`src/rtl/muldiv_arb_pkg.sv`:
```
// ============================================================================
// Module      : muldiv_arb_pkg
// Description : Shared types and helpers for the muldiv_arbiter slice.
//               It defines the functional-unit operation encoding, the
//               fu_data_t issue bundle, the tag table entry type, and the
//               multiply/divide op classifiers.
// Revision    : 1.0 - initial release
// ============================================================================
`default_nettype none

package muldiv_arb_pkg;

  localparam int unsigned TRANS_ID_BITS = 3;

  typedef enum logic [4:0] {
    ADD, MUL, MULH, MULHU, MULHSU, MULW,
    DIV, DIVU, DIVW, DIVUW, REM, REMU, REMW, REMUW,
    BEXT, BDEP
  } fu_op_t;

  typedef struct packed {
    fu_op_t                   operation;
    logic [63:0]              operand_a;
    logic [63:0]              operand_b;
    logic [63:0]              imm;
    logic [TRANS_ID_BITS-1:0] trans_id;
  } fu_data_t;

  typedef struct packed {
    logic                     valid;
    logic                     port;
    logic [TRANS_ID_BITS-1:0] orig_id;
  } tag_entry_t;

  // Ops that occupy the serial divider and must wait for it to be idle.
  function automatic logic is_div_op(fu_op_t op);
    case (op)
      DIV, DIVU, DIVW, DIVUW, REM, REMU, REMW, REMUW: is_div_op = 1'b1;
      default:                                        is_div_op = 1'b0;
    endcase
  endfunction

  // Ops handled by the pipelined multiplier path, which can accept every cycle.
  function automatic logic is_mul_op(fu_op_t op);
    case (op)
      MUL, MULH, MULHU, MULHSU, MULW, BEXT, BDEP: is_mul_op = 1'b1;
      default:                                     is_mul_op = 1'b0;
    endcase
  endfunction

endpackage

`default_nettype wire

```
`src/rtl/muldiv_tag_table.sv`:
```
// ============================================================================
// Module      : muldiv_tag_table
// Description : Internal tag pool for the muldiv_arbiter. It stores
//               {valid, port, orig_id} per tag, offers the lowest-index free
//               tag from the registered state, and looks up returning tags.
//               Returns free their entry at the edge. Flush clears every entry.
// Ports       : clk_i/rst_ni       clock, async active-low reset
//               flush_i            clear all valid bits at the edge
//               alloc_*            allocation request and offered tag
//               lookup_*           returning-tag lookup (hit/port/orig_id)
//               free_en_i          release the looked-up tag at the edge
// Revision    : 1.0 - initial release
// ============================================================================
`default_nettype none

module muldiv_tag_table
  import muldiv_arb_pkg::*;
#(
  parameter int unsigned NR_TAGS = 4
) (
  input  logic                     clk_i,
  input  logic                     rst_ni,
  input  logic                     flush_i,
  input  logic                     alloc_en_i,
  input  logic                     alloc_port_i,
  input  logic [TRANS_ID_BITS-1:0] alloc_orig_id_i,
  output logic                     alloc_avail_o,
  output logic [TRANS_ID_BITS-1:0] alloc_tag_o,
  input  logic [TRANS_ID_BITS-1:0] lookup_tag_i,
  output logic                     lookup_hit_o,
  output logic                     lookup_port_o,
  output logic [TRANS_ID_BITS-1:0] lookup_orig_id_o,
  input  logic                     free_en_i
);

  tag_entry_t [NR_TAGS-1:0] entries_q, entries_d;

  // Scan from the top down so the lowest free index is the last one written.
  always_comb begin
    alloc_avail_o = 1'b0;
    alloc_tag_o   = '0;
    for (int i = int'(NR_TAGS) - 1; i >= 0; i--) begin
      if (!entries_q[i].valid) begin
        alloc_avail_o = 1'b1;
        alloc_tag_o   = TRANS_ID_BITS'(i);
      end
    end
  end

  // Compare against each index so tags at or above NR_TAGS never hit.
  always_comb begin
    lookup_hit_o     = 1'b0;
    lookup_port_o    = 1'b0;
    lookup_orig_id_o = '0;
    for (int i = 0; i < int'(NR_TAGS); i++) begin
      if (lookup_tag_i == TRANS_ID_BITS'(i)) begin
        lookup_hit_o     = entries_q[i].valid;
        lookup_port_o    = entries_q[i].port;
        lookup_orig_id_o = entries_q[i].orig_id;
      end
    end
  end

  // The allocated tag is free in the registered state, so it never collides
  // with the tag released by a return in the same cycle.
  always_comb begin
    entries_d = entries_q;
    for (int i = 0; i < int'(NR_TAGS); i++) begin
      if (free_en_i && (lookup_tag_i == TRANS_ID_BITS'(i))) begin
        entries_d[i].valid = 1'b0;
      end
      if (alloc_en_i && (alloc_tag_o == TRANS_ID_BITS'(i))) begin
        entries_d[i].valid   = 1'b1;
        entries_d[i].port    = alloc_port_i;
        entries_d[i].orig_id = alloc_orig_id_i;
      end
      if (flush_i) begin
        entries_d[i].valid = 1'b0;
      end
    end
  end

  always_ff @(posedge clk_i or negedge rst_ni) begin
    if (!rst_ni) begin
      entries_q <= '0;
    end else begin
      entries_q <= entries_d;
    end
  end

endmodule

`default_nettype wire

```
`src/rtl/muldiv_arbiter.sv`:
```
// ============================================================================
// Module      : muldiv_arbiter
// Description : Shares one mult unit (pipelined multiplier + serial divider)
//               between two requesters. It grants at most one request per
//               cycle and holds divides back while the divider is busy. It
//               renames trans_id to an internal tag and routes registered
//               results back to the owning port.
// Config      : MULDIV_ARB_FIXED_PRIO_EN - when defined, port 0 wins ties and
//               the round-robin pointer is removed.
// Ports       : clk_i/rst_ni                    clock, async active-low reset
//               flush_i                         squash outstanding operations
//               req_valid_i/req_data_i/req_ready_o  per-port issue handshake
//               unit_data_o/unit_valid_o        issue to mult
//               unit_ready_i                    divider idle flag
//               unit_valid_i/unit_trans_id_i/unit_result_i  mult return
//               res_valid_o/res_trans_id_o/res_data_o  per-port results
// Revision    : 1.0 - initial release
// ============================================================================
`default_nettype none

module muldiv_arbiter
  import muldiv_arb_pkg::*;
#(
  parameter int unsigned NR_TAGS = 4
) (
  input  logic                          clk_i,
  input  logic                          rst_ni,
  input  logic                          flush_i,
  input  logic [1:0]                    req_valid_i,
  input  fu_data_t [1:0]                req_data_i,
  output logic [1:0]                    req_ready_o,
  output fu_data_t                      unit_data_o,
  output logic                          unit_valid_o,
  input  logic                          unit_ready_i,
  input  logic                          unit_valid_i,
  input  logic [TRANS_ID_BITS-1:0]      unit_trans_id_i,
  input  logic [63:0]                   unit_result_i,
  output logic [1:0]                    res_valid_o,
  output logic [1:0][TRANS_ID_BITS-1:0] res_trans_id_o,
  output logic [1:0][63:0]              res_data_o
);

  logic                     tag_avail;
  logic [TRANS_ID_BITS-1:0] alloc_tag;
  logic                     ret_hit;
  logic                     ret_port;
  logic [TRANS_ID_BITS-1:0] ret_orig_id;
  logic                     ret_take;

  logic [1:0]               eligible;
  logic                     grant_valid;
  logic                     grant_port;
  logic                     pref_port;

  logic [1:0]                    res_valid_q, res_valid_d;
  logic [1:0][TRANS_ID_BITS-1:0] res_trans_id_q, res_trans_id_d;
  logic [1:0][63:0]              res_data_q, res_data_d;

  // Only one grant per cycle, so at most one div is ever accepted in a cycle.
  always_comb begin
    for (int i = 0; i < 2; i++) begin
      eligible[i] = req_valid_i[i] & ~flush_i & tag_avail &
                    (is_mul_op(req_data_i[i].operation) |
                     (is_div_op(req_data_i[i].operation) & unit_ready_i));
    end
  end

  always_comb begin
    grant_valid = |eligible;
    grant_port  = (&eligible) ? pref_port : eligible[1];
  end

`ifdef MULDIV_ARB_FIXED_PRIO_EN
  assign pref_port = 1'b0;
`else
  logic rr_q, rr_d;

  always_comb begin
    rr_d = rr_q;
    if (grant_valid) begin
      rr_d = ~grant_port;
    end
  end

  always_ff @(posedge clk_i or negedge rst_ni) begin
    if (!rst_ni) begin
      rr_q <= 1'b0;
    end else begin
      rr_q <= rr_d;
    end
  end

  assign pref_port = rr_q;
`endif

  always_comb begin
    req_ready_o    = 2'b00;
    unit_valid_o   = grant_valid;
    unit_data_o    = '0;
    if (grant_valid) begin
      req_ready_o[grant_port] = 1'b1;
      unit_data_o             = req_data_i[grant_port];
      unit_data_o.trans_id    = alloc_tag;
    end
  end

  // Stale results (flushed or unknown tags) are dropped without a pulse.
  assign ret_take = unit_valid_i & ~flush_i & ret_hit;

  muldiv_tag_table #(
    .NR_TAGS (NR_TAGS)
  ) u_tag_table (
    .clk_i            (clk_i),
    .rst_ni           (rst_ni),
    .flush_i          (flush_i),
    .alloc_en_i       (grant_valid),
    .alloc_port_i     (grant_port),
    .alloc_orig_id_i  (req_data_i[grant_port].trans_id),
    .alloc_avail_o    (tag_avail),
    .alloc_tag_o      (alloc_tag),
    .lookup_tag_i     (unit_trans_id_i),
    .lookup_hit_o     (ret_hit),
    .lookup_port_o    (ret_port),
    .lookup_orig_id_o (ret_orig_id),
    .free_en_i        (ret_take)
  );

  always_comb begin
    res_valid_d    = 2'b00;
    res_trans_id_d = res_trans_id_q;
    res_data_d     = res_data_q;
    if (ret_take) begin
      res_valid_d[ret_port]    = 1'b1;
      res_trans_id_d[ret_port] = ret_orig_id;
      res_data_d[ret_port]     = unit_result_i;
    end
  end

  always_ff @(posedge clk_i or negedge rst_ni) begin
    if (!rst_ni) begin
      res_valid_q    <= '0;
      res_trans_id_q <= '0;
      res_data_q     <= '0;
    end else begin
      res_valid_q    <= res_valid_d;
      res_trans_id_q <= res_trans_id_d;
      res_data_q     <= res_data_d;
    end
  end

  assign res_valid_o    = res_valid_q;
  assign res_trans_id_o = res_trans_id_q;
  assign res_data_o     = res_data_q;

endmodule

`default_nettype wire

```
`config.mk`:
```
export PLATFORM = sky130hd
export DESIGN_NAME = muldiv_arbiter
export DESIGN_NICKNAME = d
export VERILOG_FILES = /design/src/rtl/muldiv_arb_pkg.sv /design/src/rtl/muldiv_tag_table.sv /design/src/rtl/muldiv_arbiter.sv
export SDC_FILE = /design/constraint.sdc
export NUM_CORES = 1
export LEC_CHECK = 0
export ABC_CLOCK_PERIOD_IN_PS = 4350
export BUFFER_PORTS_ARGS = -buffer_cell sky130_fd_sc_hd__buf_4
export CORE_AREA = 2 2 316 318
export DETAILED_ROUTE_END_ITERATION = 12
export DIE_AREA = 0 0 318 320
export PLACE_DENSITY = 0.35
export SYNTH_ARGS = -nofsm -noshare
export SYNTH_HDL_FRONTEND = slang
export SYNTH_SLANG_ARGS = --single-unit
```
`constraint.sdc`:
```
create_clock -name clk_i -period 4.35 [get_ports clk_i]
set_clock_uncertainty 0.1 [all_clocks]
set_input_delay 0.435 -clock clk_i [delete_from_list [all_inputs] [get_ports clk_i]]
set_output_delay 0.435 -clock clk_i [all_outputs]
set_load 0.01 [all_outputs]
```
==> run_results.csv <==
group,metric,value,unit
detailed_routing,drtAntennaViolNets,0,
sta,min_period_over_period,0.860,
floorplan,coreArea,98000,um2
grt,use_met1,0.196,
detailed_routing,vias,9635,
worst_hold_path,hold_class,"input port to async pin",
grt,grt_use_met3,0.0541,
pwr,power_density,299,nW/um2
yosys,ys_seq_area_frac,0.479,
cts,cts_buffer_depth,2,
floorplan,dieWidth,318,um
detailed_routing,drc,0,
worst_setup_path,worstPathArrival,3.21,ns
sta,max_freq,0.267,GHz
sta,maxSlewHeadroom,0.325,
yosys,syn_area,8210,um2
sta,tightest_slew,1.01,ns
yosys,synth-seq-cells,157,
cts,clock_latency,0.46,ns
cts,numCtsBuffers,17,
worst_setup_path,required,3.82,ns
status,status,"finished clean",
cts,cts_setup_buffers,0,
yosys,syn_area_per_cell,12.5,um2
cts,htreeDepth,4,
worst_setup_path,path_buf_inv,3,
worst_setup_path,crit_chain,"a41oi_1 -> nand3_1 -> nor2_4 -> buf_12 -> buf_12 -> a22o_1 -> buf_4",
grt,grt_use_total,0.153,
yosys,synth_edf_count,0,
finish,area_growth,101,%
worst_setup_path,crit_path_start,"u_tag_table.entries_q[14]",
worst_setup_path,r2r_cells,6,
worst_setup_path,start_kind,"flop",
finish,nFillCells,10982,
floorplan,row_count,115,
worst_setup_path,worst_path_dominant_cell_family,"compound AO/OA/AOI/OAI gates",
floorplan,fp.dieArea,102000,um2
yosys,dominantRegCellSynth,"dfrtp_1",
place,place_congestion,1.01,
sta,holdWs,0.0241,ns
detailed_routing,routedWlPerCell,29.3,um
worst_setup_path,rrSetupSlack,1.74,ns
detailed_routing,viasPerCell,3.49,
place,dp_hpwl,71.8,mm
cts,cts_root_buffer,"clkbuf_16",
yosys,synth_cells,659,
cts,hold_buffers,0,
floorplan,die_h,320,um
flow_run,cap_viol_max_count,0,
cts,clk_pin_slew,0.08,ns
detailed_routing,drt-total-wl,80.9,mm
yosys,yosysWarnings,0,
finish,drive_above_1_share,0.666,
sta,hold_viol,0,
worst_setup_path,worst_setup_path_end_kind,"output port",
finish,nNetsFinal,1918,
worst_setup_path,path_class,"flop to output port",
cts,cts_tree,"built",
grt,top_usage_layer,"met2",
worst_setup_path,cp_slowest_cell,"a41oi_1",
cts,cts_resized,0,
detailed_routing,initialDrtViolationCount,565,
yosys,synthArstFlopShare,1.00,
worst_setup_path,critical_path.most_common_cell,"buf_12",
place,io_buffers,810,
grt,antenna_found_initial,45,
sta,slew_viol_final,0,
yosys,ys_types,36,
sta,min_period,3.74,ns
grt,grtUsageMet2,0.242,
pwr,vdd_ir_drop_max,0.182,mV
grt,grt-ovfl-total,0,
floorplan,ios,813,
detailed_routing,drt-pass1-iter-count,4,
finish,final_common_cell,"buf_4",
worst_setup_path,max_stage_delay,0.58,ns
finish,mostFrequentLayoutCells,"buf_4, a22o_1, dfrtp_1, mux2_2, mux2_1",
worst_setup_path,critical_path.max_fanout,41,
grt,grt_pass1_wl,102,mm
worst_setup_path,reg2reg_to,"u_tag_table.entries_q[13]",
grt,first_global_vias,10016,
sta,setup_violations,0,
pwr,leakage,8.20,nW
sta,tns,0,ns
cts,clkSinkCount,157,
grt,grt_max_degree,103,
floorplan,start_util,0.0838,
worst_setup_path,r2r_start,"u_tag_table.entries_q[14]",
sta,rsz0062_at_grt,"false",
routing by layer:
layer | routed length (um) | part of all wire
met1 | 35400 | 0.44
met2 | 36700 | 0.45
met3 | 6860 | 0.085
met4 | 1770 | 0.022
met5 | 169 | 0.0021
worst register-to-register path, stage by stage (launching register included):
cell and delay, ns:
dfrtp_1 0.45, a41oi_1 0.58, nand3_1 0.34, nor2_4 0.21, buf_12 0.27, buf_4 0.37
mux2_2 0.23
state kept, by name, summed over array words and instances, names as in the netlist:
| register | cells |
|---|---|
| u_tag_table.entries_q | 20 |
| res_valid_o | 2 |
| res_data_o | 128 |
| pref_port | 1 |
| res_trans_id_o | 6 |
worst max path at each step:
stage	end	slack [ns]	cells past startpoint
6_report	unit_data_o[42]	0.61	7
5_1_grt	unit_data_o[40]	0.47	7
4_1_cts	unit_data_o[40]	0.65	7
3_5_place_dp	unit_data_o[40]	0.99	10
3_3_place_gp	unit_data_o[34]	0.95	10
2_1_floorplan	unit_data_o[100]	1.81	7
final cells by class:
type                            instances  area [um2]  share of cell area
Clock buffer                           18         439              0.0267
Clock inverter                         14         158             0.00957
Antenna cell                           13        32.5             0.00197
Multi-Input combinational cell        436        3980               0.242
Sequential cell                       157        3930               0.238
Timing Repair Buffer                  829        6310               0.383
Inverter                                3        11.3            0.000683
Tap cell                             1287        1610              0.0977
where the power goes:
part | internal [mW] | total [mW] | leakage (nW) | switching [mW]
registers | 1.67 | 1.79 | 2.05 | 0.115
clock network | 0.790 | 1.55 | 0.294 | 0.765
logic | 0.836 | 1.58 | 5.86 | 0.745
kinds of logic (layout without fill, tap and decap cells):
kind of cell	Yosys count	count (layout)	share of synthesized area
AOI/OAI and AO/OA	239	239	0.244
DFF	157	157	0.479
and+or+nand+nor	50	50	0.0334
muxes	145	145	0.203
buffers and inverters	67	864	0.0410
other	1	15	0.000457
synthesized netlist by cell type, drive strengths merged (4+ instances only):
library cell	instances	area share
and2	5	0.0038
nor2	8	0.0037
buf	42	0.030
nand2	10	0.0046
a31oi	13	0.0099
a21oi	16	0.0098
o21ai	4	0.0024
a22o	197	0.21
mux2	139	0.19
nor2b	6	0.0046
dfrtp	157	0.48
clkbuf	22	0.010
through the flow:
step / setup WS, ns / util / area [um2] / total power, mW / cells
global placement: 0.950 / 0.162 / 15800 / 3.42 / 2712
detailed placement: 0.992 / 0.162 / 15800 / 3.43 / 2712
global route: 0.473 / 0.168 / 16500 / 5.19 / 2752
finish: 0.609 / 0.168 / 16500 / 4.92 / 2757
CTS: 0.646 / 0.168 / 16400 / 5.06 / 2744
floorplan: 1.81 / - / 8210 / 2.29 / 660
Note: power is estimated with default switching activity, not from simulation.
